File: src/rtl/alu_op_sequencer.sv
// Multi-cycle sequencer for AND / shift-left / increment-N / 4-to-16 decode over a WIDTH-bit datapath.
// Optional ALU_SEQ_OP_COUNT_EN adds a 16-bit count of completed response handshakes (op_count).
module alu_op_sequencer #(
   parameter int WIDTH = 20,
   parameter int CNT_W = 5
) (
   input  logic             clk,
   input  logic             rst,
   input  logic             req_valid,
   output logic             req_ready,
   input  logic [1:0]       req_op,
   input  logic [WIDTH-1:0] req_a,
   input  logic [WIDTH-1:0] req_b,
   output logic             resp_valid,
   input  logic             resp_ready,
   output logic [WIDTH-1:0] resp_data,
   output logic             resp_carry,
   output logic             resp_zero,
   output logic             busy
`ifdef ALU_SEQ_OP_COUNT_EN
   ,
   output logic [15:0]      op_count
`endif
);

   // state | meaning
   // IDLE  | waiting for a request, req_ready high
   // EXEC  | iterating the selected primitive
   // DONE  | result presented, waiting for resp_ready
   typedef enum logic [1:0] {IDLE, EXEC, DONE} state_t;

   localparam logic [1:0] OP_AND  = 2'd0;
   localparam logic [1:0] OP_SHL  = 2'd1;
   localparam logic [1:0] OP_INCN = 2'd2;
   localparam logic [1:0] OP_DEC  = 2'd3;

   state_t             state_q;
   logic [1:0]         op_q;
   logic [WIDTH-1:0]   a_q, b_q, acc_q;
   logic [CNT_W-1:0]   cnt_q;
   logic               carry_q, first_q;
   logic               req_ready_q, resp_valid_q, resp_carry_q, resp_zero_q, busy_q;
   logic [WIDTH-1:0]   resp_data_q;

   logic [WIDTH-1:0]   src, acc_d;
   logic [CNT_W-1:0]   cnt_d;
   logic               carry_d, last;

   // First iteration works from the latched operand; later ones from the accumulator.
   always_comb begin
      src     = first_q ? a_q : acc_q;
      acc_d   = acc_q;
      carry_d = carry_q;
      cnt_d   = cnt_q;
      last    = 1'b1;
      case (op_q)
         OP_AND: begin
            acc_d   = a_q & b_q;
            carry_d = 1'b0;
         end
         OP_SHL: begin
            if (cnt_q == '0) begin
               acc_d   = a_q;
               carry_d = 1'b0;
            end else begin
               acc_d   = {src[WIDTH-2:0], 1'b0};
               carry_d = src[WIDTH-1];
               cnt_d   = cnt_q - CNT_W'(1);
               last    = (cnt_q == CNT_W'(1));
            end
         end
         OP_INCN: begin
            if (cnt_q == '0) begin
               acc_d   = a_q;
               carry_d = 1'b0;
            end else begin
               acc_d   = src + WIDTH'(1);
               carry_d = carry_q | (&src);
               cnt_d   = cnt_q - CNT_W'(1);
               last    = (cnt_q == CNT_W'(1));
            end
         end
         OP_DEC: begin
            acc_d             = '0;
            acc_d[a_q[3:0]]   = 1'b1;
            carry_d           = 1'b0;
         end
      endcase
   end

`ifdef ALU_SEQ_OP_COUNT_EN
   logic [15:0] op_count_q;
   assign op_count = op_count_q;
`endif

   always_ff @(posedge clk or posedge rst) begin
      if (rst) begin
         state_q      <= IDLE;
         op_q         <= OP_AND;
         a_q          <= '0;
         b_q          <= '0;
         acc_q        <= '0;
         cnt_q        <= '0;
         carry_q      <= 1'b0;
         first_q      <= 1'b0;
         req_ready_q  <= 1'b1;
         resp_valid_q <= 1'b0;
         resp_data_q  <= '0;
         resp_carry_q <= 1'b0;
         resp_zero_q  <= 1'b0;
         busy_q       <= 1'b0;
`ifdef ALU_SEQ_OP_COUNT_EN
         op_count_q   <= '0;
`endif
      end else begin
         case (state_q)
            IDLE: begin
               if (req_valid && req_ready_q) begin
                  op_q        <= req_op;
                  a_q         <= req_a;
                  b_q         <= req_b;
                  cnt_q       <= req_b[CNT_W-1:0];
                  acc_q       <= '0;
                  carry_q     <= 1'b0;
                  first_q     <= 1'b1;
                  req_ready_q <= 1'b0;
                  busy_q      <= 1'b1;
                  state_q     <= EXEC;
               end
            end
            EXEC: begin
               acc_q   <= acc_d;
               carry_q <= carry_d;
               cnt_q   <= cnt_d;
               first_q <= 1'b0;
               if (last) begin
                  resp_data_q  <= acc_d;
                  resp_carry_q <= carry_d;
                  resp_zero_q  <= ~|acc_d;
                  resp_valid_q <= 1'b1;
                  state_q      <= DONE;
               end
            end
            DONE: begin
               // Response data and flags are kept after the handshake.
               if (resp_ready) begin
                  resp_valid_q <= 1'b0;
                  busy_q       <= 1'b0;
                  req_ready_q  <= 1'b1;
                  state_q      <= IDLE;
`ifdef ALU_SEQ_OP_COUNT_EN
                  op_count_q   <= op_count_q + 16'd1;
`endif
               end
            end
            default: begin
               state_q <= IDLE;
            end
         endcase
      end
   end

   assign req_ready  = req_ready_q;
   assign resp_valid = resp_valid_q;
   assign resp_data  = resp_data_q;
   assign resp_carry = resp_carry_q;
   assign resp_zero  = resp_zero_q;
   assign busy       = busy_q;

endmodule

File: config.mk
export PLATFORM = sky130hd
export DESIGN_NAME = alu_op_sequencer
export DESIGN_NICKNAME = d
export VERILOG_FILES = /design/src/rtl/alu_op_sequencer.sv
export SDC_FILE = /design/constraint.sdc
export NUM_CORES = 1
export LEC_CHECK = 0
export CAP_MARGIN = 30
export CORE_AREA = 5 5 143 145
export CTS_CLUSTER_DIAMETER = 30
export CTS_CLUSTER_SIZE = 30
export DETAILED_ROUTE_END_ITERATION = 10
export DIE_AREA = 0 0 148 150
export PLACE_DENSITY_LB_ADDON = 0.12
export SYNTH_ARGS = -nofsm -noshare
export SYNTH_HDL_FRONTEND = slang
export SYNTH_SLANG_ARGS = --single-unit
export TNS_END_PERCENT = 30
File: constraint.sdc
create_clock -name clk -period 4.8 [get_ports clk]
set_input_delay 1.44 -clock clk [delete_from_list [all_inputs] [get_ports clk]]
set_output_delay 1.44 -clock clk [all_outputs]
set_load 0.02 [all_outputs]
==> results of run 1 <==
[registers in the layout, indices dropped and copies added (netlist names)]
| register | count |
|---|---|
| first_q | 1 |
| req_ready | 1 |
| cnt_q | 5 |
| acc_q | 20 |
| resp_carry | 1 |
| a_q | 20 |
| state_q | 2 |
| resp_data | 20 |
| resp_zero | 1 |
| carry_q | 1 |
| b_q | 20 |
| resp_valid | 1 |
| op_q | 2 |
| busy | 1 |
[cell usage after synthesis, drive strengths merged (3+ instances only)]
cell type	n
nand2	190
dfrtp	95
o21ai	80
nand3	51
clkbuf	34
a21oi	27
nor2	19
inv	16
mux2i	14
buf	13
mux2	12
nand4b	10
nand4	9
a211oi	8
a22oi	8
ha	8
and3	7
a21o	6
nor2b	6
xnor2	6
xor2	6
a31oi	5
nand3b	5
a32oi	4
o211ai	4
o21a	4
o22ai	4
a221oi	3
nor3	3
nor3b	3
[worst max-delay path by stage]
stage | slack (ps) | depth (start not counted) | to | from
3_3_place_gp | 1510 | 10 | resp_zero | cnt_q[0]
6_report | 1380 | 10 | resp_zero | cnt_q[0]
4_1_cts | 1450 | 10 | resp_zero | cnt_q[0]
3_5_place_dp | 1490 | 10 | resp_zero | cnt_q[0]
2_1_floorplan | 860 | 1 | a_q[0] | rst
5_1_grt | 1210 | 10 | resp_zero | cnt_q[0]
[area by class of cell]
type / count / area (sq um)
Tap cell: 238 / 297.8
Clock buffer: 11 / 252.7
Fill cell: 1952 / 12160
Sequential cell: 96 / 2404
Inverter: 16 / 62.56
Clock inverter: 4 / 30.03
Multi-Input combinational cell: 536 / 3078
Timing Repair Buffer: 82 / 790.8
[logic make-up (layout without fill, tap and decap cells)]
group                    Yosys count  after routing  share of synthesized area (%)
adder cells (fa/ha/maj)            8              8                          1.739
buffers and inverters             63            113                          4.934
multiplexers                      26             26                          4.847
XOR/XNOR                          12             12                          1.826
AND/OR/NAND/NOR                  314            314                          25.19
AO/OA/AOI/OAI                    176            176                          19.71
flip-flops                        96             96                          41.75
[layer usage]
metal / vias up / track usage [%]
met2: 184 / 22.79
li1: 2545 / -
met4: 0 / 5.589
met1: 2510 / 26.34
met3: 19 / 2.604
met5: - / 0
[through the flow]
step	power, mW	setup WS [ps]	hold WS, ps
after global placement	0.8853	1511	456.6
after detailed placement	0.8863	1491	465.7
after CTS	1.585	1452	481.5
after global routing	1.620	1208	503.6
final	1.564	1380	475.2
after floorplan	0.8403	856.3	437.4
[power by group]
part | switching (mW) | internal [mW] | leakage [nW]
clock network | 0.317 | 0.378 | 0.138
logic | 0.0244 | 0.0353 | 1.78
registers | 0.000431 | 0.809 | 1.18
total | 0.342 | 1.22 | 3.09
[worst max-delay path: stages (launching register included)]
cell and delay, ps:
dfrtp_1 410, inv_1 110, ha_1 160, or4b_1 890, a32oi_1 370, o22ai_1 110, a21oi_1 420, nand4_1 170
and4b_1 310, nand4b_1 110, o31ai_1 270
==> results summary, run 1 <==
The starting density of the core came out at 30.17%. For this design, the sink count on the clock tree is 96. The cell count of the worst reg-to-reg path is 10. Synthesis produced a netlist with a net count of 749.

The number of antenna diodes is 0. The critical register-to-register path startpoint is cnt_q[0]. The total of flip-flops plus latches after synthesis is 96. The routed wire length is 18240 um. The number of buffer cells added on primary ports came out at 70. Wire segments on met2 add up to 7442 um in the final route. The clock-pin slew of the registers on the worst-case setup and hold paths came out at 70 ps. After detailed routing, the number of vias per cell comes to 5.349. For this design the ratio of total power to cell area is 226.2 nW/um^2. The synthesized cell area came out at 5757 sq um.

In the layout the commonest cells are nand2_1 (190), dfrtp_1 (95), o21ai_0 (77). The worst supply voltage drop on vdd is 0.1627 mV. The met3 routed wirelength came out at 1037 um. The remaining antenna violation count is 0. Buffers added to address setup during post-CTS repair amount to 0.

Excluding fillers, the count of instances in the completed layout stands at 983. The worst setup path is captured at a flip-flop. The tool flagged a number of max-cap violations equal to 0. The worst hold path terminates at b_q[6].

The top-level I/O count came out at 71. TritonCTS built the clock tree. After synthesis, the share of flip-flops with an asynchronous set or reset is 100.0%. CTS built an H-tree with a depth of 3. At the pin with the least slew margin, the transition time is 966.3 ps. Compared with the post-synthesis result, the final layout area differs by 20.13%. The instance count after placement with tap cells included is 968. After detailed routing, the wire length on met1 is 9456 um.

Setup total negative slack on the finished layout was measured at 0 ps. The synthesized design devotes to its leading area cell type between 40 and 50% of total area. The all-layer global routing usage came out at about 17%. The region available for standard cell placement spans 19080 sq um. The number of instances resized during post-cts repair came out at 0. The iteration-0 DRC count of the detailed router came out at 453.

The required time of the critical path came out at 5060 ps. The flow ran to the end, and the final reports show no timing, DRC or antenna violations. The HPWL after detailed placement is 13260 um.

At the later pin of the worst-skew pair, clock insertion delay measures 350 ps. The category of the worst setup path launch point is a flip-flop. The standard-cell row count came out at 51. The period utilization came out at approximately 71%. The worst slew slack as a fraction of its limit is between 30% and 40%. The mean post-synth cell area is 8.283 sq um. STA puts the critical path data arrival time at 3680 ps.

The die covers between 20000 and 25000 sq um. The wire length per cell came out at 18.56 um. The via count of the first global-routing pass came out at 4971.

The top flip-flop cell by instance count after synthesis is dfrtp_1. The count of vias placed by the detailed router came out at 5258. The number of different library cells used by synthesis comes to 69.

The initial antenna violation count is 0. The die is ~150 um wide. Across all register-to-register paths, the minimum setup slack is 1380 ps. Cells fill between 30% and 40% of the core in the end. The library cell used most frequently in the layout, excluding fill and tap cells, is nand2_1. The overall overflow remaining after global route came out at 0. The post-route netlist has 7.919% of its cells at a drive strength greater than 1. The final critical path time including I/O delays and setup came out at 3420 ps.

In this run the vertical extent of the chip is roughly 150 um. Entering global routing, the biggest net connects 64 pins. The startpoint of the worst hold path is b_q[6]. On the final layout, the worst clock skew is 7.559 ps. In this run, synthesis inferred 0 flip-flops with an integrated enable. Signal routing reaches up to met4.

The quantity of hold-fixing buffers added after cts came out at 0. The setup path with the least slack is of type reg -> reg. The finished cells cover 6915 sq um. The maximum buffer depth of the clock tree came out at 2. Sorting the synthesized cells by area gives the leading types as dfrtp_1 (41%), nand2_1 (12%), o21ai_0 (6.7%), nand3_1 (4.3%), mux2i_1 (2.4%).

The first-pass GRT wire length came out at 28970 um. At the end of the flow, the number of nets in the layout was 795. The placed instances occupy a cell area of 6633 sq um. Along the worst path, the maximum fanout reaches 24. The cell count of the worst hold path is 2.

The detailed-router iteration count before antenna repair is 5. Setup repair after global routing left no endpoint under its margin. The cell count after synthesis came out at 695.

The number of setup violations in the final report is 0. The path class of the tightest hold or removal check is reg -> reg. The number of CTS-inserted buffers came out at 9. The root cell of the clock tree is clkbuf_16. The placer congestion estimate is approximately 0.94.

The total of warnings raised by yosys is 0. Summed over all instances, the cell type with the most area after synthesis is dfrtp_1. The top achievable clock speed is 292.4 MHz.

The max-slew violation total from the final report is 0. The number of failing hold endpoints at the final stage came to 0. The static leakage is 3.093 nW. Sequential elements use 41.75% of the synthesized area. The number of DRC violations after detailed routing came out at 0. The worst reg2reg path endpoint is resp_zero.
Note: power is estimated with default switching activity, not from simulation.
==> inputs of run 2 (changes only) <==
Clock period 4.8 ns to 3.28 ns, I/O delays scaled along.
==> run 2 against run 1 <==
Net effect: count of clock-buffer cells in the layout down 1; die area unchanged; flip-flop and latch count is the same; sequential power is 46% higher; register-to-register slack got worse by 1100 ps; setup slack worse by 1100 ps; wire length rose by 4.9%; critical path depth shrank 1; fmax grew 12%; clock power is 67% higher; total power up 56%; critical path type unchanged; largest power group unchanged.
==> results summary, run 2 (synthesis gave the netlist of run 1 again) <==
The setup TNS is 0 ps (unchanged). The most numerous cell type found on the critical path is a22oi_1. The height of the die was 150 um (unchanged). The fraction of final layout cells sized beyond drive strength 1 is 11.48% (+3.6 points). The setup slack after placement came out at 157.4 ps (-1333 ps). The placer congestion estimate came to 0.9147 (-2.9%). The number of nets in the finished design is 824 (+3.6%).

The buffer count from post-CTS setup fixing is 0 (unchanged). The slowest stage of the critical path belongs to the cell a22oi_1. The tree is rooted in a clkbuf_16. The die width was 148 um (unchanged). The post-route total power came out at 2.437 mW (+56%). The instance count after placement with tap cells included is 997 (+3.0%). The count of vias placed by the detailed router came to 5312 (+1.0%). The wire length per cell is 18.89 um (+1.8%). The number of setup violations in the final report is 0 (unchanged). The count of placed standard cells in the final layout, fillers left out came out at 1013 (+3.1%). The number of antenna diodes is 0 (unchanged). The worst endpoint data arrival time is 3350 ps (-330 ps). The vias per cell came to 5.244 (-2.0%). The area growth from synthesis to layout is 25.54%. The largest stage delay on the critical path came out at 510 ps (-380 ps). The overall overflow remaining after global route came out at 0 (unchanged). The static leakage is 3.250 nW (+5.1%). The top-level I/O count came out at 71 (unchanged). On the critical path the largest part of the delay comes from compound AO/OA/AOI/OAI gates. The via count of the first global-routing pass came out at 5218 (+5.0%).

The floorplan die area came out at 22200 sq um (unchanged). The worst slew slack as a fraction of its limit is 59.93% (+24 points). The worst setup path is of the reg -> reg kind.

The maximum buffer depth of the clock tree is 2 (unchanged). The final hold slack was 474.7 ps (-0.5330 ps). The worst setup path is launched from a flip-flop. The total clock sinks came to 96 (unchanged). The H-tree depth reported by CTS came out at 3 (unchanged). The setup slack after layout is 230.9 ps (-1149 ps). The insertion delay of the later-clocked pin in the worst-skew pair is 360 ps (about the same). The number of CTS-inserted buffers came out at 9 (unchanged). The remaining antenna violation count came out at 0 (unchanged). TritonCTS built the clock tree.

The final critical path time including I/O delays and setup is 3049 ps (-370.9 ps). Setup repair after global routing left no endpoint under its margin. The all-layer global routing usage is 17.63% (+0.95 points). The total half-perimeter wirelength after legalization and detailed placement came to 14120 um (+6.5%). The detailed-router iteration count before antenna repair came out at 5 (unchanged). The top achievable clock speed is 328.0 MHz (+12%). The maximum clock skew at final layout came out at 11.37 ps (+3.810 ps). The required time of the critical path came out at 3580 ps (-1480 ps). The standard-cell row count came out at 51 (unchanged).

The total core area came to 19080 sq um (unchanged). The iteration-0 DRC count of the detailed router is 457 (+0.88%). The worst supply voltage drop on vdd came out at 0.2388 mV (+47%). The number of DRC violations after detailed routing is 0 (unchanged).

The buffer and inverter count on the worst path is 2 (+1). STA classifies the critical path endpoint as a flip-flop. The run finished with clean final reports. The critical-path maximum fanout is 51 (+110%). The pin count of the biggest net entering global routing was 97 (+52%).

The period utilization came out at 92.96% (+22 points). The share of the core filled with cells came out at 37.88% (+1.6 points). The starting density of the core is 30.17% (unchanged).

The first-pass GRT wire length is 30700 um (+6.0%). The post-place instance area is 6902 sq um (+4.1%). The number of buffer cells added on primary ports is 70 (unchanged). The routed wire length is 19130 um (+4.9%). The power per standard cell area is 337.2 nW/um^2 (+49%). The clock-pin slew of the registers on the worst-case setup and hold paths is 70 ps (about the same). The tightest min-delay check is of the reg -> reg type. Walking the worst path, the cells encountered are buf_12, nand4_1, a22oi_1, nand3_1, mux2i_1, a221o_1, a22oi_1, buf_4, mux2_2. The area of all placed cells without fillers is 7227 sq um (+4.5%). The max-slew violation total from the final report came out at 0 (unchanged). The number of failing hold endpoints at the final stage came to 0 (unchanged). The transition at the pin with the smallest max-transition slack is 601.1 ps (-365.2 ps). The initial antenna violation count is 0 (unchanged). The total of max-cap violations came out at 0 (unchanged). Leaving out fill and tap cells, the most frequent cells in the layout are nand2_1 (190), dfrtp_1 (95), o21ai_0 (77). The most frequent standard cell in the layout excluding fill and tap cells is nand2_1.
[run 2: path summary, 6_finish.rpt]
| path | start | end | slack [ps] | cells after the start |
|---|---|---|---|---|
| min in group asynchronous | rst | resp_valid | 1090 | 3 |
| max reg2reg | first_q | resp_data[11] | 230 | 9 |
| min reg2reg | resp_data[19] | resp_data[19] | 470 | 2 |
| min | resp_data[19] | resp_data[19] | 470 | 2 |
| max | first_q | resp_data[11] | 230 | 9 |
| max in group asynchronous | rst | cnt_q[1] | 1690 | 3 |
[run 2: repair_timing]
item,CTS,global route
resized for setup,0,1
hold buffers,0,0
endpoints found under the hold margin,0,0
endpoints found under the setup margin,0,3
[run 2: layer usage]
| metal | track usage [%] | vias to the layer above | wire length (um) |
|---|---|---|---|
| met5 | 0 | - | 0 |
| met4 | 4.296 | 0 | 206 |
| met3 | 2.241 | 15 | 878 |
| met2 | 24.59 | 163 | 7772 |
| met1 | 28.40 | 2531 | 10280 |
| li1 | - | 2603 | - |
[run 2: final cells by class]
| class | count | area [sq um] |
|---|---|---|
| tap | 238 | 297.8 |
| clock buffer | 10 | 229.0 |
| fill | 1923 | 11850 |
| timing repair buffer | 111 | 1059 |
| sequential | 96 | 2404 |
| multi-input combinational | 536 | 3082 |
| clock inverter | 6 | 92.59 |
| inverter | 16 | 63.81 |
[run 2: worst min-delay path: stages (launching register included)]
cell and delay (ps):
dfrtp_1 340, nand2_1 40, o21ai_0 60
[run 2: power by group]
group / total [mW] / internal (mW) / switching [mW]
Clock: 1.16 / 0.673 / 0.491
Combinational: 0.0889 / 0.0527 / 0.0362
Sequential: 1.18 / 1.18 / 0.000693
==> inputs of run 3 (changes only) <==
Clock period 3.28 ns to 3.02 ns, I/O delays scaled along.
==> run 3 against run 2 <==
Net effect: critical path depth down 1; first-iteration DRC count fell by 19%; register-to-register slack got worse by 70 ps; final cell count decreased by 0.30%; via count up 0.45%; die area is the same; setup slack got worse by 67 ps; count of clock-buffer cells in the layout rose by 1; fmax increased by 6.8%; global-route usage shrank 0.37 points; sequential share of layout area shrank 0.10 points; critical path type unchanged.
==> results summary, run 3 (synthesis gave the netlist of run 1 again) <==
The fraction of final layout cells sized beyond drive strength 1 came out at 11.53% (+0.045 points). The period utilization came to 94.56% (+1.6 points). Among cell families on the critical path, the largest total delay comes from compound AO/OA/AOI/OAI gates. The initial antenna violation count is 0 (unchanged). The floorplan die area is 22200 sq um (unchanged). Setup repair after global routing left no endpoint under its margin. The top achievable clock speed came to 350.2 MHz (+6.8%). The type of the worst min-delay path is reg -> reg.

The number of DRC violations after detailed routing is 0 (unchanged). In this run the most critical hold path is launched from b_q[10]. The maximum buffer depth of the clock tree is 2 (unchanged).

In this run the critical register-to-register path is captured at resp_zero. The placer congestion estimate was 0.9406 (+2.8%). The number of buffer cells added on primary ports came out at 70 (unchanged). The worst slew slack as a fraction of its limit is 58.07% (-1.9 points). The total of max-cap violations is 0 (unchanged). The post-place instance area came out at 6904 sq um (about the same). The vias per cell came out at 5.283 (+0.75%). TritonCTS built the clock tree. The remaining antenna violation count is 0 (unchanged).

The proportion of power drawn by flip-flops and latches came to 48.3% (-0.3 points). The starting density of the core came out at 30.17% (unchanged). The count of vias placed by the detailed router came out at 5336 (+0.45%). In the layout the commonest cells are nand2_1 (190), dfrtp_1 (95), o21ai_0 (76). The wire length per cell came out at 18.74 um (-0.79%). The overall overflow remaining after global route came out at 0 (unchanged).

The total core area is 19080 sq um (unchanged). The total half-perimeter wirelength after legalization and detailed placement is 13920 um (-1.4%). The worst endpoint data arrival time is 3110 ps (-240 ps). The clock-pin slew of the registers on the worst-case setup and hold paths is 70 ps (about the same).

The category of the worst setup path launch point is a flip-flop. The switching power as a share of total power is 20.68% (-0.97 points). The total clock sinks was 96 (unchanged). The clock group share of total power came out at 48.1% (+0.3 points). The routed wire length is 18920 um (-1.1%). The final critical path time including I/O delays and setup came out at 2856 ps (-193.3 ps). The share of the core filled with cells came out at 38.00% (+0.12 points).

The insertion delay of the later-clocked pin in the worst-skew pair was 350 ps (about the same). Compared with the post-synthesis result, the final layout area differs by 25.93%. The first-pass GRT wire length came out at 30010 um (-2.2%).

The largest stage delay on the critical path came out at 600 ps (+90 ps). The type of destination of the critical path is a flip-flop. The area of all placed cells without fillers is 7249 sq um (+0.31%). The buffer and inverter count on the worst path is 1 (-1).

The cell count of the worst reg-to-reg path came to 8 (-1). The worst supply voltage drop on vdd came out at 0.2378 mV (-0.43%). The setup TNS is 0 ps (unchanged). The critical-path maximum fanout is 51 (unchanged). The transition at the pin with the smallest max-transition slack came to 628.9 ps (+27.79 ps). The required time of the critical path is 3280 ps (-300 ps). The power per standard cell area came out at 367.5 nW/um^2 (+9.0%). The number of setup violations in the final report is 0 (unchanged). The max-slew violation total from the final report came to 0 (unchanged). The tree is rooted in a clkbuf_16. The number of CTS-inserted buffers came out at 9 (unchanged). The detailed-router iteration count before antenna repair came out at 4 (-1).

The number of failing hold endpoints at the final stage is 0 (unchanged). The iteration-0 DRC count of the detailed router is 369 (-19%). The height of the die is 150 um (unchanged). The slowest stage of the critical path belongs to the cell a222oi_1. The slack of the worst reg-to-reg path is 160 ps (-70 ps). The critical path goes through buf_12, nand4_1, a222oi_1, a21oi_1, o31ai_1, and4b_1, nand4b_1, o31ai_1.

The static leakage is 3.265 nW (+0.47%). The critical setup path kind is reg -> reg. The die width came out at 148 um (unchanged). The post-route total power is 2.664 mW (+9.3%).

The buffer count from post-CTS setup fixing came out at 0 (unchanged). The cell count of the worst hold path came out at 2 (unchanged). The internal power contribution came to 2.113 mW (+11%). The standard-cell row count is 51 (unchanged).

The startpoint identified for the worst register-to-register timing path is first_q. The all-layer global routing usage is 17.27% (-0.37 points). The combinational fraction of design power was 3.6% (about the same). Among the stages of the critical path, the cell type that occurs most often is o31ai_1. The net load switching power was 0.5508 mW (+4.4%). Leaving out fill and tap cells, the most frequent cell in the layout is nand2_1. The worst hold endpoint is b_q[10]. The number of antenna diodes came out at 0 (unchanged).

The run finished with clean final reports. The maximum clock skew at final layout is 6.369 ps (-5.000 ps). The top-level I/O count is 71 (unchanged).

The H-tree depth reported by CTS came out at 3 (unchanged). The pin count of the biggest net entering global routing was 97 (unchanged). The number of nets in the finished design came to 821 (-0.36%). The via count of the first global-routing pass is 5072 (-2.8%).
==> run 3: through the flow <==
stage,setup slack [ps],std cells,hold slack [ps]
after floorplan,106.2,695,437.4
after CTS,84.58,1010,482.1
after global placement,-91.84,994,459.3
after detailed placement,-104.4,994,465.9
after global routing,20.50,1010,493.9
final,164.3,1010,472.7
==> run 3: how the worst max path moves through the flow <==
stage                     slack (ps)   endpoint  cells after the start     start
final                            160  resp_zero                      8   first_q
after global routing              20  resp_zero                     11  cnt_q[0]
after CTS                         80  resp_zero                      9   first_q
after detailed placement        -100  resp_zero                      9   first_q
after global placement           -90  resp_zero                      9   first_q
after floorplan                  110  resp_zero                     13   first_q
==> run 3: timing repair <==
item,in CTS,in global routing
hold buffers,0,0
endpoints found under the setup margin,3,1
endpoints found under the hold margin,0,0
resized for setup,1,3
==> run 3: power by group through the flow <==
stage	clock [mW]	combinational [mW]	sequential, mW
floorplan	0	0.0247	1.31
global route	1.37	0.107	1.29
global placement	0	0.0966	1.31
CTS	1.33	0.0987	1.29
finish	1.28	0.0959	1.29
detailed placement	0	0.0985	1.31
==> run 3: worst reg2reg max path, delay by kind of cell (launching register included) <==
family	cells	cell delay, ps
buffers and inverters	1	260
DFF	1	430
AOI/OAI and AO/OA	4	1410
and+or+nand+nor	3	660
==> run 3: layout make-up <==
cell class / count / area, sq um
Clock buffer: 11 / 252.7
Clock inverter: 5 / 78.83
Fill cell: 1957 / 11830
Inverter: 16 / 63.81
Multi-Input combinational cell: 536 / 3092
Sequential cell: 96 / 2404
Tap cell: 238 / 297.8
Timing Repair Buffer: 108 / 1061
==> run 3: layer usage <==
layer	up-vias	GRT usage (%)	wire length (um)
li1	2594	-	-
met1	2557	27.95	10040
met2	165	23.22	7473
met3	20	2.574	1081
met4	0	5.035	324
met5	-	0	0
